## config.mk

```make
export PLATFORM = sky130hd
export DESIGN_NAME = pe_axil_cmd_engine
export DESIGN_NICKNAME = d
export VERILOG_FILES = /design/src/rtl/pe_axil_cmd_engine.sv
export SDC_FILE = /design/constraint.sdc
export NUM_CORES = 1
export LEC_CHECK = 0
export CAP_MARGIN = 20
export CORE_ASPECT_RATIO = 0.6
export CORE_MARGIN = 1.5
export CORE_UTILIZATION = 32
export CTS_CLUSTER_SIZE = 30
export DETAILED_ROUTE_END_ITERATION = 7
export PLACE_DENSITY = 0.64
export RECOVER_POWER = 25
export SYNTH_ARGS = -nofsm -noshare
export SYNTH_HDL_FRONTEND = slang
export SYNTH_SLANG_ARGS = --single-unit
```

## constraint.sdc

```tcl
create_clock -name clk -period 7.04 [get_ports clk]
set_input_delay 1.056 -clock clk [delete_from_list [all_inputs] [get_ports clk]]
set_output_delay 1.056 -clock clk [all_outputs]
set_load 0.005 [all_outputs]
```

## src/rtl/pe_axil_cmd_engine.sv

```systemverilog
// Single-outstanding command sequencer: turns one flat rd/wr command into an
// AXI4-Lite AR/R or AW/W/B exchange and returns one response, with a timeout.
module pe_axil_cmd_engine #(
    parameter int ADDR_W  = 32,
    parameter int DATA_W  = 32,
    parameter int TIMEOUT = 1024
) (
    input  logic                  clk,
    input  logic                  rst,
    input  logic                  cmd_valid,
    output logic                  cmd_ready,
    input  logic                  cmd_write,
    input  logic [ADDR_W-1:0]     cmd_addr,
    input  logic [DATA_W-1:0]     cmd_wdata,
    input  logic [DATA_W/8-1:0]   cmd_wstrb,
    output logic                  rsp_valid,
    input  logic                  rsp_ready,
    output logic [DATA_W-1:0]     rsp_rdata,
    output logic [1:0]            rsp_resp,
    output logic                  rsp_timeout,
    output logic                  stray_rsp,
    output logic [ADDR_W-1:0]     m_awaddr,
    output logic                  m_awvalid,
    input  logic                  m_awready,
    output logic [DATA_W-1:0]     m_wdata,
    output logic [DATA_W/8-1:0]   m_wstrb,
    output logic                  m_wvalid,
    input  logic                  m_wready,
    input  logic [1:0]            m_bresp,
    input  logic                  m_bvalid,
    output logic                  m_bready,
    output logic [ADDR_W-1:0]     m_araddr,
    output logic                  m_arvalid,
    input  logic                  m_arready,
    input  logic [DATA_W-1:0]     m_rdata,
    input  logic [1:0]            m_rresp,
    input  logic                  m_rvalid,
    output logic                  m_rready
);
    localparam int STRB_W = DATA_W / 8;
    localparam int CNT_W  = (TIMEOUT > 0) ? $clog2(TIMEOUT + 1) : 1;

    typedef enum logic [2:0] {S_IDLE, S_WR_REQ, S_WR_RSP, S_RD_REQ, S_RD_RSP, S_RSP} state_t;

    state_t              state_q, state_d;
    logic [CNT_W-1:0]    cnt_q, cnt_d;
    logic                aw_done_q, aw_done_d, w_done_q, w_done_d;
    logic [ADDR_W-1:0]   addr_q, addr_d;
    logic [DATA_W-1:0]   wdata_q, wdata_d;
    logic [STRB_W-1:0]   wstrb_q, wstrb_d;
    logic                cmd_ready_q, cmd_ready_d, rsp_valid_q, rsp_valid_d;
    logic [DATA_W-1:0]   rsp_rdata_q, rsp_rdata_d;
    logic [1:0]          rsp_resp_q, rsp_resp_d;
    logic                rsp_timeout_q, rsp_timeout_d, stray_q, stray_d;
    logic                awvalid_q, awvalid_d, wvalid_q, wvalid_d, arvalid_q, arvalid_d;
    logic                bready_q, bready_d, rready_q, rready_d;
    logic                waiting, to_hit, abort;

    always_comb begin
        state_d       = state_q;
        cnt_d         = cnt_q;
        aw_done_d     = aw_done_q;
        w_done_d      = w_done_q;
        addr_d        = addr_q;
        wdata_d       = wdata_q;
        wstrb_d       = wstrb_q;
        rsp_rdata_d   = rsp_rdata_q;
        rsp_resp_d    = rsp_resp_q;
        rsp_timeout_d = rsp_timeout_q;
        stray_d       = stray_q;

        waiting = (state_q == S_WR_REQ) || (state_q == S_WR_RSP) ||
                  (state_q == S_RD_REQ) || (state_q == S_RD_RSP);
        to_hit  = (TIMEOUT != 0) && waiting && (cnt_q == CNT_W'(TIMEOUT - 1));
        if (waiting) cnt_d = cnt_q + CNT_W'(1);

        case (state_q)
            S_IDLE: if (cmd_valid && cmd_ready_q) begin
                addr_d    = cmd_addr;
                wdata_d   = cmd_wdata;
                wstrb_d   = cmd_wstrb;
                cnt_d     = '0;
                aw_done_d = 1'b0;
                w_done_d  = 1'b0;
                state_d   = cmd_write ? S_WR_REQ : S_RD_REQ;
            end
            S_WR_REQ: begin
                aw_done_d = aw_done_q | (awvalid_q & m_awready);
                w_done_d  = w_done_q | (wvalid_q & m_wready);
                if (aw_done_d && w_done_d) state_d = S_WR_RSP;
            end
            S_WR_RSP: if (m_bvalid && bready_q) begin
                rsp_rdata_d   = '0;
                rsp_resp_d    = m_bresp;
                rsp_timeout_d = 1'b0;
                state_d       = S_RSP;
            end
            S_RD_REQ: if (arvalid_q && m_arready) state_d = S_RD_RSP;
            S_RD_RSP: if (m_rvalid && rready_q) begin
                rsp_rdata_d   = m_rdata;
                rsp_resp_d    = m_rresp;
                rsp_timeout_d = 1'b0;
                state_d       = S_RSP;
            end
            S_RSP: if (rsp_ready && rsp_valid_q) state_d = S_IDLE;
            default: state_d = S_IDLE;
        endcase

        // A response beat landing on the timeout cycle already moved us to RSP and wins.
        abort = to_hit && (state_d != S_RSP);
        if (abort) begin
            state_d       = S_RSP;
            rsp_rdata_d   = '0;
            rsp_resp_d    = 2'b10;
            rsp_timeout_d = 1'b1;
        end

        if ((state_q == S_IDLE || state_q == S_RSP) && (m_bvalid || m_rvalid)) stray_d = 1'b1;

        // Outputs are registered from the next state so valids never see readies combinationally.
        cmd_ready_d = (state_d == S_IDLE);
        rsp_valid_d = (state_d == S_RSP);
        awvalid_d   = (state_d == S_WR_REQ) && !aw_done_d;
        wvalid_d    = (state_d == S_WR_REQ) && !w_done_d;
        arvalid_d   = (state_d == S_RD_REQ);
        bready_d    = (state_d == S_IDLE) || (state_d == S_WR_RSP) || (state_d == S_RSP);
        rready_d    = (state_d == S_IDLE) || (state_d == S_RD_RSP) || (state_d == S_RSP);
    end

    always_ff @(posedge clk or posedge rst) begin
        if (rst) begin
            state_q       <= S_IDLE;
            cnt_q         <= '0;
            aw_done_q     <= 1'b0;
            w_done_q      <= 1'b0;
            addr_q        <= '0;
            wdata_q       <= '0;
            wstrb_q       <= '0;
            cmd_ready_q   <= 1'b0;
            rsp_valid_q   <= 1'b0;
            rsp_rdata_q   <= '0;
            rsp_resp_q    <= '0;
            rsp_timeout_q <= 1'b0;
            stray_q       <= 1'b0;
            awvalid_q     <= 1'b0;
            wvalid_q      <= 1'b0;
            arvalid_q     <= 1'b0;
            bready_q      <= 1'b0;
            rready_q      <= 1'b0;
        end else begin
            state_q       <= state_d;
            cnt_q         <= cnt_d;
            aw_done_q     <= aw_done_d;
            w_done_q      <= w_done_d;
            addr_q        <= addr_d;
            wdata_q       <= wdata_d;
            wstrb_q       <= wstrb_d;
            cmd_ready_q   <= cmd_ready_d;
            rsp_valid_q   <= rsp_valid_d;
            rsp_rdata_q   <= rsp_rdata_d;
            rsp_resp_q    <= rsp_resp_d;
            rsp_timeout_q <= rsp_timeout_d;
            stray_q       <= stray_d;
            awvalid_q     <= awvalid_d;
            wvalid_q      <= wvalid_d;
            arvalid_q     <= arvalid_d;
            bready_q      <= bready_d;
            rready_q      <= rready_d;
        end
    end

    assign cmd_ready   = cmd_ready_q;
    assign rsp_valid   = rsp_valid_q;
    assign rsp_rdata   = rsp_rdata_q;
    assign rsp_resp    = rsp_resp_q;
    assign rsp_timeout = rsp_timeout_q;
    assign stray_rsp   = stray_q;
    assign m_awaddr    = addr_q;
    assign m_awvalid   = awvalid_q;
    assign m_wdata     = wdata_q;
    assign m_wstrb     = wstrb_q;
    assign m_wvalid    = wvalid_q;
    assign m_bready    = bready_q;
    assign m_araddr    = addr_q;
    assign m_arvalid   = arvalid_q;
    assign m_rready    = rready_q;
endmodule

```

==> summary.txt <==
Outcome
  – Status: finished, violations left
  – Failing checks: capacitance limit, slew limit

Synth
  – Seq/Total Area, Yosys: about three fifths
  – Number of flops mapped to enable cells by yosys: 0
  – Ys async rst share: 100%
  – Avg Synthesized Cell Area: around 10 µm²
  – Cell variety after synth: 45
  – Post-Syn Area: between 5000 and 6000 µm²
  – Post-synthesis register bit count: 127
  – Predominant post-synthesis flop cell: dfrtp_1
  – Mapped Nets: about 640
  – Synth warnings: 0
  – Synthesized instance count: 528

Global route
  – Grt total ovfl: 0
  – Largest net degree at the start of global routing: 83
  – Antenna violations before repair: 0
  – Overall routing resource usage: ~18%
  – Number of global-route vias before repair: about 4500
  – First-pass GRT wire length: 23.6 mm

Die
  – Core area: ~16000 µm²
  – Ports: between 200 and 300
  – Chip width: roughly 170 µm
  – Row cnt: 36
  – Effective utilization at floorplan: between 30% and 40%
  – Die area: 17300 µm²
  – Die Span Y: a little over 100 µm

Clocking
  – Post-CTS Setup Bufs: 0
  – CTS resizes: 0
  – Max Buffers Root-to-Sink: 2
  – CTS tree: built
  – CTS root buffer: clkbuf_16
  – Clock-pin transition on the worst setup and hold timing paths: roughly 60 ps
  – Clock sink count: 127
  – Hold buffers post-CTS: 0
  – CTS H-Tree Depth: 4
  – TritonCTS buffer count: 17
  – Clock insertion delay at the later pin of the skew report: a little over 400 ps

Critical path
  – Cell at the slowest stage of the critical path: clkinvlp_2
  – Worst path bufs/invs: 4
  – Critical path depth: 4
  – Required time worst endpoint: between 7000 and 8000 ps
  – WS Path Type: in -> async
  – R2r worst-path depth: 6
  – CP cell instances: dlygate4sd3_1 -> clkinvlp_2 -> clkbuf_1 -> buf_16
  – Worst Setup SP: rst
  – Worst EP arrival: approximately 3700 ps
  – Worst stage delay on the critical path: around 1200 ps
  – RR Startpoint: state_q[0]
  – Setup crit start kind: input port
  – CP endpoint kind: async pin
  – CP top delay family: buffers and inverters
  – Critical path fanouts, max: 74

Worst hold path
  – Worst Hold Class: reg -> reg
  – Hold Path Origin: m_wdata[26]
  – Hold Path Cell Cnt: 2

Place
  – # port buffers: around 260
  – RePlAce Congestion: 0.819
  – Cells after DPL: between 900 and 1000
  – Setup WS pre-CTS: approximately 3700 ps
  – Dpl hpwl: roughly 11 mm

Pwr
  – VDD IR max: approximately 0.2 mV
  – Pleak: between 3 and 4 nW
  – PwrDens: between 400 and 500 nW/µm²

Route
  – DR iter-0 viols: ~330
  – DR pass1 iterations: 4
  – Final ANT Viol Nets: 0
  – Post-Route WL: approximately 15 mm
  – Drt drc: 0
  – WL/cell: between 15 and 20 µm
  – Detailed-route via count: 4453
  – Via density: 4.59

Timing
  – Worst clock skew: a little under 10 ps
  – Slew @ Worst Pin: roughly 2000 ps
  – Crit path time final: 3170 ps
  – RSZ-0062 raised after global routing: no
  – Crit share post-route: between 40 and 50%
  – Fmax: between 0.3 and 0.4 GHz
  – Slew Limit Fails: between 40 and 50
  – Final Hold Fails: 0
  – Max-slew headroom: -37.6%
  – # setup viols final: 0
  – Post-Route Setup TNS: 0 ps
  – Final setup margin: 3870 ps

Layout
  – Non-Filler Instances: a little under 1000
  – Antenna diodes: 0
  – Final net count: 863
  – Area delta synth->final: 58.3%
  – Fin util: between 50% and 60%
  – Layout cells sized above 1: 5.78%

Run
  – Max cap viols: 1
[cell usage after synthesis (2+ instances only)]
| master | n | area, µm² |
|---|---|---|
| buf_6 | 6 | 67.6 |
| and2_1 | 2 | 12.5 |
| a21oi_1 | 10 | 50.1 |
| inv_1 | 3 | 11.3 |
| xor2_1 | 4 | 35.0 |
| buf_1 | 9 | 33.8 |
| xnor2_1 | 3 | 26.3 |
| mux2i_1 | 3 | 30.0 |
| dfrtp_1 | 127 | 3180 |
| o21ai_0 | 8 | 40.0 |
| nor2_2 | 2 | 12.5 |
| buf_2 | 2 | 10.0 |
| buf_4 | 32 | 240 |
| nand2_1 | 214 | 803 |
| nand3_1 | 5 | 25.0 |
| or3_1 | 5 | 31.3 |
| and4b_1 | 2 | 20.0 |
| nand4_1 | 2 | 12.5 |
| nor4_1 | 4 | 25.0 |
| a22o_1 | 32 | 280 |
| nor3b_1 | 2 | 15.0 |
| clkbuf_1 | 11 | 41.3 |
| o21ai_1 | 3 | 15.0 |
| nor2_1 | 15 | 56.3 |
| o21a_1 | 2 | 15.0 |
[through the flow]
step / power [mW] / instance area (µm²) / hold slack, ps
2_1_floorplan: 1.91 / 5270 / 468
3_3_place_gp: 2.68 / 7740 / 459
3_5_place_dp: 2.73 / 7740 / 462
4_1_cts: 3.61 / 8320 / 476
5_1_grt: 3.80 / 8340 / 502
6_report: 3.56 / 8340 / 471
[power by group]
| part | switching, mW | internal [mW] |
|---|---|---|
| logic | 0.560 | 0.870 |
| clock network | 0.353 | 0.509 |
| registers | 0.232 | 1.04 |
[state kept, by name, indices dropped and copies added, names as in the netlist, 2 cells and up]
| register | count |
|---|---|
| rsp_rdata | 32 |
| m_araddr | 32 |
| m_wdata | 32 |
| cnt_q | 11 |
| state_q | 3 |
| rsp_resp | 2 |
| m_wstrb | 4 |
[cell families after synthesis]
family	after synthesis	synth area share, %
simple gates	263	20.9
buf+inv	63	7.67
flops	127	60.3
compound gates	64	9.16
xor+xnor	7	1.16
fa+ha+maj	1	0.237
mux	3	0.570
[tightest hold or removal path, stage by stage, from the launching register on]
cell	delay, ps
dfrtp_1	340
nand2_1	50
nand2_1	50
[path summary, 6_finish.rpt]
check | endpoint | slack [ps]
setup / recovery | m_bready | 3870
setup reg to reg | m_awvalid | 4540
min in group asynchronous | m_araddr[23] | 1610
max in group clk | rsp_valid | 4200
hold / removal | m_wdata[26] | 470
hold reg to reg | m_wdata[26] | 470
[routing by layer]
layer	global-route usage, %	up-vias	wire [µm]
met3	5.58	14	1010
met1	23.6	2128	6990
met4	5.49	0	129
li1	-	2141	-
met5	0	-	0
met2	27.8	170	6810
[cell type report]
| class | instances | area (µm²) |
|---|---|---|
| fill | 1426 | 7830 |
| multi-input combinational | 338 | 1690 |
| clock inverter | 14 | 146 |
| inverter | 3 | 12.5 |
| tap | 209 | 262 |
| timing repair buffer | 261 | 2620 |
| clock buffer | 18 | 439 |
| sequential | 127 | 3180 |
[placed cells by master, fill, tap and decap left out, drive strengths merged, types with 2 or more instances in the layout]
master         instances
dlygate4sd3            2
dfrtp                127
nor2                  17
mux2i                  3
a21oi                 10
xnor2                  3
clkinv                 4
and4b                  2
nand3                  5
nor4                   4
or3                    5
clkinvlp               2
inv                   10
nand2                214
nand4                  3
clkdlybuf4s50        254
clkbuf                19
nor3b                  2
o21a                   2
buf                    4
o21ai                 11
a22o                  32
and2                   2
xor2                   4
o22ai                  2
No activity file was read; power rests on OpenSTA's default activity.
